### config.mk
export PLATFORM = sky130hd
export DESIGN_NAME = datapath
export DESIGN_NICKNAME = d
export VERILOG_FILES = /design/src/rtl/datapath.sv
export SDC_FILE = /design/constraint.sdc
export NUM_CORES = 1
export LEC_CHECK = 0
export BUFFER_PORTS_ARGS = -buffer_cell sky130_fd_sc_hd__buf_2
export CORE_ASPECT_RATIO = 0.75
export CORE_MARGIN = 1
export CORE_UTILIZATION = 65
export CTS_CLUSTER_SIZE = 14
export DETAILED_ROUTE_END_ITERATION = 6
export GPL_ROUTABILITY_DRIVEN = 0
export PLACE_DENSITY_LB_ADDON = 0.25
export SLEW_MARGIN = 20
export SYNTH_ARGS = -nofsm -noshare
export SYNTH_HDL_FRONTEND = slang
export SYNTH_SLANG_ARGS = --single-unit
### constraint.sdc
create_clock -name clk -period 9.15 [get_ports clk]
set_clock_uncertainty 0.15 [all_clocks]
set_input_delay 0.4575 -clock clk [delete_from_list [all_inputs] [get_ports clk]]
set_output_delay 0.4575 -clock clk [all_outputs]
set_load 0.02 [all_outputs]
### src/rtl/datapath.sv
// datapath: 16 x 8-bit register file with two combinational read ports and an
// 8-bit ALU whose result can be written back into the register file.
// Optional feature macro: DATAPATH_FLAG_REG_EN
//   undefined -> alu_zero / alu_carry are combinational flags of the current
//                operands and opcode
//   defined   -> alu_zero / alu_carry are registers that load the ALU flags
//                only on ALU write-back edges and hold otherwise
module datapath (
    input  logic       clk,
    input  logic       rst_n,
    input  logic       alu_en,
    input  logic [2:0] alu_opcode,
    input  logic [7:0] user_write_data,
    input  logic [3:0] write_addr,
    input  logic [3:0] ra_addr,
    input  logic [3:0] rb_addr,
    input  logic       write_en,
    output logic [7:0] read_a,
    output logic [7:0] read_b,
    output logic       alu_zero,
    output logic       alu_carry
);

    localparam int DATA_W = 8;
    localparam int NREGS  = 16;

    typedef enum logic [2:0] {
        OP_ADD = 3'b000,
        OP_SUB = 3'b001,
        OP_AND = 3'b010,
        OP_OR  = 3'b011,
        OP_XOR = 3'b100,
        OP_NOT = 3'b101,
        OP_SHL = 3'b110,
        OP_SHR = 3'b111
    } alu_op_e;

    typedef struct packed {
        logic              carry;
        logic [DATA_W-1:0] result;
    } alu_out_t;

    // Full ALU evaluation: result plus carry / borrow / shifted-out bit.
    // ADD and SUB use a 9-bit intermediate; for SUB bit 8 of the wrapped
    // difference is set exactly when A < B, which is the borrow.
    function automatic alu_out_t alu_eval(input logic [DATA_W-1:0] a,
                                          input logic [DATA_W-1:0] b,
                                          input logic [2:0]        op);
        alu_out_t        o;
        logic [DATA_W:0] wide;
        o    = '0;
        wide = '0;
        case (alu_op_e'(op))
            OP_ADD: begin
                wide     = {1'b0, a} + {1'b0, b};
                o.result = wide[DATA_W-1:0];
                o.carry  = wide[DATA_W];
            end
            OP_SUB: begin
                wide     = {1'b0, a} - {1'b0, b};
                o.result = wide[DATA_W-1:0];
                o.carry  = wide[DATA_W];
            end
            OP_AND: o.result = a & b;
            OP_OR:  o.result = a | b;
            OP_XOR: o.result = a ^ b;
            OP_NOT: o.result = ~a;
            OP_SHL: begin
                o.result = {a[DATA_W-2:0], 1'b0};
                o.carry  = a[DATA_W-1];
            end
            OP_SHR: begin
                o.result = {1'b0, a[DATA_W-1:1]};
                o.carry  = a[0];
            end
            default: o = '0;
        endcase
        return o;
    endfunction

    // Zero detect on an ALU result.
    function automatic logic is_zero(input logic [DATA_W-1:0] v);
        return (v == '0);
    endfunction

    logic [DATA_W-1:0] regs [NREGS];
    alu_out_t          alu_out;
    logic              alu_zero_c;
    logic [DATA_W-1:0] wdata;

    // Combinational read ports; both ports index the same storage, so equal
    // addresses always return equal data.
    assign read_a = regs[ra_addr];
    assign read_b = regs[rb_addr];

    // ALU operates on the pre-edge register contents, which makes a write to
    // one of its own operand registers a clean read-modify-write.
    always_comb begin
        alu_out    = alu_eval(read_a, read_b, alu_opcode);
        alu_zero_c = is_zero(alu_out.result);
    end

    // Write-back source select.
    always_comb begin
        wdata = alu_en ? alu_out.result : user_write_data;
    end

    // Register file: async clear of every entry, single write port.
    always_ff @(posedge clk or negedge rst_n) begin
        if (!rst_n) begin
            for (int i = 0; i < NREGS; i++) begin
                regs[i] <= '0;
            end
        end else if (write_en) begin
            regs[write_addr] <= wdata;
        end
    end

`ifdef DATAPATH_FLAG_REG_EN
    logic zero_q;
    logic carry_q;

    // Flags capture only on ALU write-back edges and hold otherwise.
    always_ff @(posedge clk or negedge rst_n) begin
        if (!rst_n) begin
            zero_q  <= 1'b0;
            carry_q <= 1'b0;
        end else if (write_en && alu_en) begin
            zero_q  <= alu_zero_c;
            carry_q <= alu_out.carry;
        end
    end

    assign alu_zero  = zero_q;
    assign alu_carry = carry_q;
`else
    assign alu_zero  = alu_zero_c;
    assign alu_carry = alu_out.carry;
`endif

endmodule

==> flow_summary.html <==
<table>
<tr><th>Metric</th><th>Value</th></tr>
<tr><th colspan="2">STA</th></tr>
<tr><td>Final worst-path setup slack</td><td>3450 ps</td></tr>
<tr><td>Crit path time final</td><td>5700 ps</td></tr>
<tr><td>Final cycle utilization of the critical path</td><td>62.3%</td></tr>
<tr><td>Highest clock rate</td><td>0.175 GHz</td></tr>
<tr><td>Endpoints failing hold</td><td>0</td></tr>
<tr><td>Count of pins over their slew limit</td><td>0</td></tr>
<tr><td>Setup TNS after final layout</td><td>0 ps</td></tr>
<tr><td>Worst-case headroom to the max-slew limit</td><td>30.3%</td></tr>
<tr><td>Total of endpoints with negative setup slack in the final report</td><td>0</td></tr>
<tr><td>Transition at the pin with the smallest max-transition slack</td><td>1040 ps</td></tr>
<tr><td>Setup repair after global routing missed its margin</td><td>false</td></tr>
<tr><th colspan="2">Route</th></tr>
<tr><td>DR DRC count</td><td>0</td></tr>
<tr><td>Routed WL</td><td>25.1 mm</td></tr>
<tr><td>Total via count after detailed routing</td><td>about 7000</td></tr>
<tr><td>Final routed wire length divided by cell count</td><td>between 20 and 30 um</td></tr>
<tr><td>Count of TritonRoute iterations in the first routing pass</td><td>6</td></tr>
<tr><td>Initial DRC count</td><td>1092</td></tr>
<tr><td>Antenna violation net count after detailed routing</td><td>0</td></tr>
<tr><td>Post-DR vias/cell</td><td>7.25</td></tr>
<tr><th colspan="2">Synthesis</th></tr>
<tr><td>Synthesized Nets</td><td>844</td></tr>
<tr><td>Total standard cell area after synthesis</td><td>between 8000 and 9000 um^2</td></tr>
<tr><td>Sequential share of the synthesized area</td><td>36.5%</td></tr>
<tr><td>Post-synthesis register bit count</td><td>128</td></tr>
<tr><td>Share of synthesized flip-flops with an asynchronous set or reset</td><td>100%</td></tr>
<tr><td>Fraction of post-synthesis cell area in the top cell type by area</td><td>36.5%</td></tr>
<tr><td>Number of different library cells in the post-synthesis netlist</td><td>71</td></tr>
<tr><td>Count of flip-flops with a built-in enable after synthesis</td><td>0</td></tr>
<tr><td>Synthesized area divided by synthesized cell count</td><td>11.1 um^2</td></tr>
<tr><td>Gate count of the mapped netlist</td><td>791</td></tr>
<tr><td>Dominant synthesized flop cell</td><td>dfrtp_1</td></tr>
<tr><td>Warnings, synthesis</td><td>0</td></tr>
<tr><td>Post-synth top area cell</td><td>dfrtp_1</td></tr>
<tr><td>Largest cells by area after synthesis</td><td>dfrtp_1 37%, mux4_2 18%, mux2_2 8.9%</td></tr>
<tr><th colspan="2">Critical path</th></tr>
<tr><td>Category of the worst setup path capture point</td><td>output port</td></tr>
<tr><td>Critical path depth in cells</td><td>14</td></tr>
<tr><td>Worst-case reg-to-reg path depth</td><td>12</td></tr>
<tr><td>Slowest cell on the critical path</td><td>buf_2</td></tr>
<tr><td>Most repeated library cell on the critical path</td><td>buf_2</td></tr>
<tr><td>Worst path arrival time</td><td>just over 5000 ps</td></tr>
<tr><td>CP Max Fanout</td><td>39</td></tr>
<tr><td>Top Family by Delay on Critical Path</td><td>compound AO/OA/AOI/OAI gates</td></tr>
<tr><td>Buffering stage count on the worst path with inverters included</td><td>3</td></tr>
<tr><td>Critical path cell sequence</td><td>buf_2, mux4_2, mux2_2, a2bb2oi_1, inv_1, ha_1, or2_2, a2111oi_0, o22ai_1, xnor2_1, nor2_1, or3_1, nor4_1, buf_2</td></tr>
<tr><td>Endpoint required time on the critical path</td><td>8540 ps</td></tr>
<tr><td>Largest incremental delay on the critical path</td><td>between 700 and 800 ps</td></tr>
<tr><td>Element type at the critical path start</td><td>input port</td></tr>
<tr><td>Setup CP Type</td><td>input port to output port</td></tr>
<tr><th colspan="2">Global routing</th></tr>
<tr><td>Initial antenna violation count</td><td>0</td></tr>
<tr><td>Aggregate global routing overflow</td><td>0</td></tr>
<tr><td>Pin count of the biggest net entering global routing</td><td>66</td></tr>
<tr><td>All-Layer GR Usage</td><td>37.9%</td></tr>
<tr><td>Global-route wire length before repair</td><td>38.5 mm</td></tr>
<tr><td>Vias in the first global route</td><td>around 6900</td></tr>
<tr><th colspan="2">Die</th></tr>
<tr><td>Number of top-level design ports</td><td>45</td></tr>
<tr><td>Number of placement rows</td><td>36</td></tr>
<tr><td>X dimension of the die</td><td>136 um</td></tr>
<tr><td>Core Region</td><td>13100 um^2</td></tr>
<tr><td>Initial Utilization</td><td>approximately 67%</td></tr>
<tr><td>Area enclosed by the die boundary</td><td>14000 um^2</td></tr>
<tr><td>Die outline height</td><td>approximately 100 um</td></tr>
<tr><th colspan="2">Clocking</th></tr>
<tr><td>Deepest level of the CTS H-tree</td><td>4</td></tr>
<tr><td>TritonCTS sink count</td><td>128</td></tr>
<tr><td>CTS-repair resized insts</td><td>0</td></tr>
<tr><td>TritonCTS clock tree</td><td>built</td></tr>
<tr><td>Clock latency reported for the late side of the worst-skew pair</td><td>roughly 430 ps</td></tr>
<tr><td>Clock slew at the register clock pins of the worst setup and hold paths</td><td>~60 ps</td></tr>
<tr><td>Clock Path Buffers</td><td>2</td></tr>
<tr><td>Number of CTS-inserted buffers</td><td>17</td></tr>
<tr><td>Clk root buf</td><td>clkbuf_16</td></tr>
<tr><th colspan="2">Finish</th></tr>
<tr><td>Syn-to-layout area delta</td><td>8.86%</td></tr>
<tr><td>Share of cells above drive strength 1</td><td>29.2%</td></tr>
<tr><td>Largest registers</td><td>regs (128)</td></tr>
<tr><td>Number of antenna cells inserted</td><td>0</td></tr>
<tr><td>Number of nets in the layout</td><td>861</td></tr>
<tr><td>Share of the core filled with cells</td><td>73.1%</td></tr>
<tr><td>Reg with most FFs</td><td>regs</td></tr>
<tr><td>Number of flip-flops under the largest register name</td><td>128</td></tr>
<tr><th colspan="2">Power and ir drop</th></tr>
<tr><td>Switching share of total power</td><td>37.9%</td></tr>
<tr><td>Sw power</td><td>1.00 mW</td></tr>
<tr><td>Seq pwr share</td><td>34.5%</td></tr>
<tr><td>Share of total power in the clock network</td><td>24.8%</td></tr>
<tr><td>Leak Pwr</td><td>around 4.1 nW</td></tr>
<tr><td>Ratio of total power to cell area</td><td>around 280 nW/um^2</td></tr>
<tr><td>Int Pwr</td><td>1.64 mW</td></tr>
<tr><td>Part of the total power dissipated in combinational logic</td><td>between 40% and 50%</td></tr>
<tr><td>Peak supply drop</td><td>0.177 mV</td></tr>
<tr><td>PnR Total Power</td><td>2.65 mW</td></tr>
<tr><th colspan="2">Placement</th></tr>
<tr><td>Post-place setup slack</td><td>between 3000 and 4000 ps</td></tr>
<tr><td>DP Wirelength</td><td>approximately 17 mm</td></tr>
<tr><td>Number of buffers added on ports</td><td>44</td></tr>
<tr><th colspan="2">Hold path</th></tr>
<tr><td>Classification of the worst-slack hold path</td><td>flip-flop to flip-flop</td></tr>
<tr><td>Worst hold stages</td><td>2</td></tr>
<tr><th colspan="2">Outcome</th></tr>
<tr><td>Outcome</td><td>completed</td></tr>
<tr><th colspan="2">Job</th></tr>
<tr><td>Max_cap viols</td><td>0</td></tr>
</table>
[through the flow]
step           area, um^2  hold WS (ps)  instances
4_1_cts              9550           350        992
6_report             9550           362        992
3_5_place_dp         8960           346        959
2_1_floorplan        8770          11.9        791
5_1_grt              9550           392        992
3_3_place_gp         8960           332        959
[cell usage in the layout (no fill, tap or decap), types with 3 or more instances in the layout]
cell        netlist  final
clkinvlp_4        0      4
or4_1             3      3
o22ai_1           8      8
ha_1             24     24
dfrtp_1         128    128
xnor2_1           5      5
buf_2             8     43
nor2b_1          15     15
a211oi_1          6      6
a22oi_1           6      6
a21o_1            3      3
o21ai_0          63     63
nor2_1           44     44
a31oi_1          11     11
a2bb2oi_1         5      5
and3_1            6      6
nand2b_1         10     10
and3b_1           3      3
mux2i_1          23     22
clkbuf_16         0     17
o21bai_1          4      4
mux2i_2           2      3
nor4_1            5      5
clkbuf_8          0      3
a21oi_1          34     34
inv_1            24     24
mux2_2           69     69
or2_2             4      4
nand3_1          19     19
nor3b_1           3      3
nand2_1          82     82
or3_1             4      4
nor3_1            8      8
buf_4             1      9
mux4_2           69     69
[final timing paths]
| kind | from | to | slack [ps] |
|---|---|---|---|
| max in group asynchronous | rst_n | regs[109]$_DFFE_PN0P_ | 7040 |
| max | ra_addr[3] | alu_zero | 3450 |
| min in group asynchronous | rst_n | regs[124]$_DFFE_PN0P_ | 510 |
| min | regs[24]$_DFFE_PN0P_ | regs[24]$_DFFE_PN0P_ | 360 |
| min reg2reg | regs[24]$_DFFE_PN0P_ | regs[24]$_DFFE_PN0P_ | 360 |
| max reg2reg | regs[41]$_DFFE_PN0P_ | regs[21]$_DFFE_PN0P_ | 4230 |
[power groups by stage]
stage	clock (mW)	combinational (mW)	sequential (mW)
floorplan	0	0.818	0.839
global placement	0	0.997	0.881
detailed placement	0	1.04	0.904
CTS	0.660	1.05	0.900
global route	0.687	1.16	0.925
finish	0.656	1.08	0.912
[metal layers]
layer	vias to the layer above	share of wire, %	GRT usage, %
met5	-	0	0
met4	0	3.9	17.2
met3	100	12	11.5
met2	538	45	57.8
met1	3532	39	50.6
li1	3020	-	-
[worst min-delay path, stage by stage, from the launching register on]
cell	delay (ps)
dfrtp_1	360
nand2_1	50
o21ai_0	60
[what timing repair did]
action | 4_1_cts | 5_1_grt
hold endpoints to repair | 6 | 0
buffers inserted | 0 | 0
hold buffers | 1 | 0
setup endpoints to repair | 0 | 0
[cell type report]
class	count	area, um^2
fillers	889	3510
clock buffers	21	470
multi-input cells	581	5160
well taps	171	214
flip-flops and latches	128	3200
repair buffers	53	293
inverters	27	101
clock inverters	11	105
[cell usage after synthesis (6+ instances only)]
cell type and n:
a211oi_1 6, a21oi_1 34, a22oi_1 6, a31oi_1 11, and3_1 6, buf_1 8, buf_2 8, clkbuf_1 30
dfrtp_1 128, ha_1 24, inv_1 24, mux2_2 69, mux2i_1 23, mux4_2 69, nand2_1 82, nand2b_1 10
nand3_1 19, nor2_1 44, nor2b_1 15, nor3_1 8, o21ai_0 63, o22ai_1 8
[cells by family after synthesis]
| group | synth area share (%) |
|---|---|
| compound gates | 12.0 |
| xor+xnor | 0.599 |
| fa+ha+maj | 3.88 |
| buf+inv | 4.68 |
| flops | 36.5 |
| mux | 30.6 |
| simple gates | 11.7 |
Power figures use the tool's default switching activity.
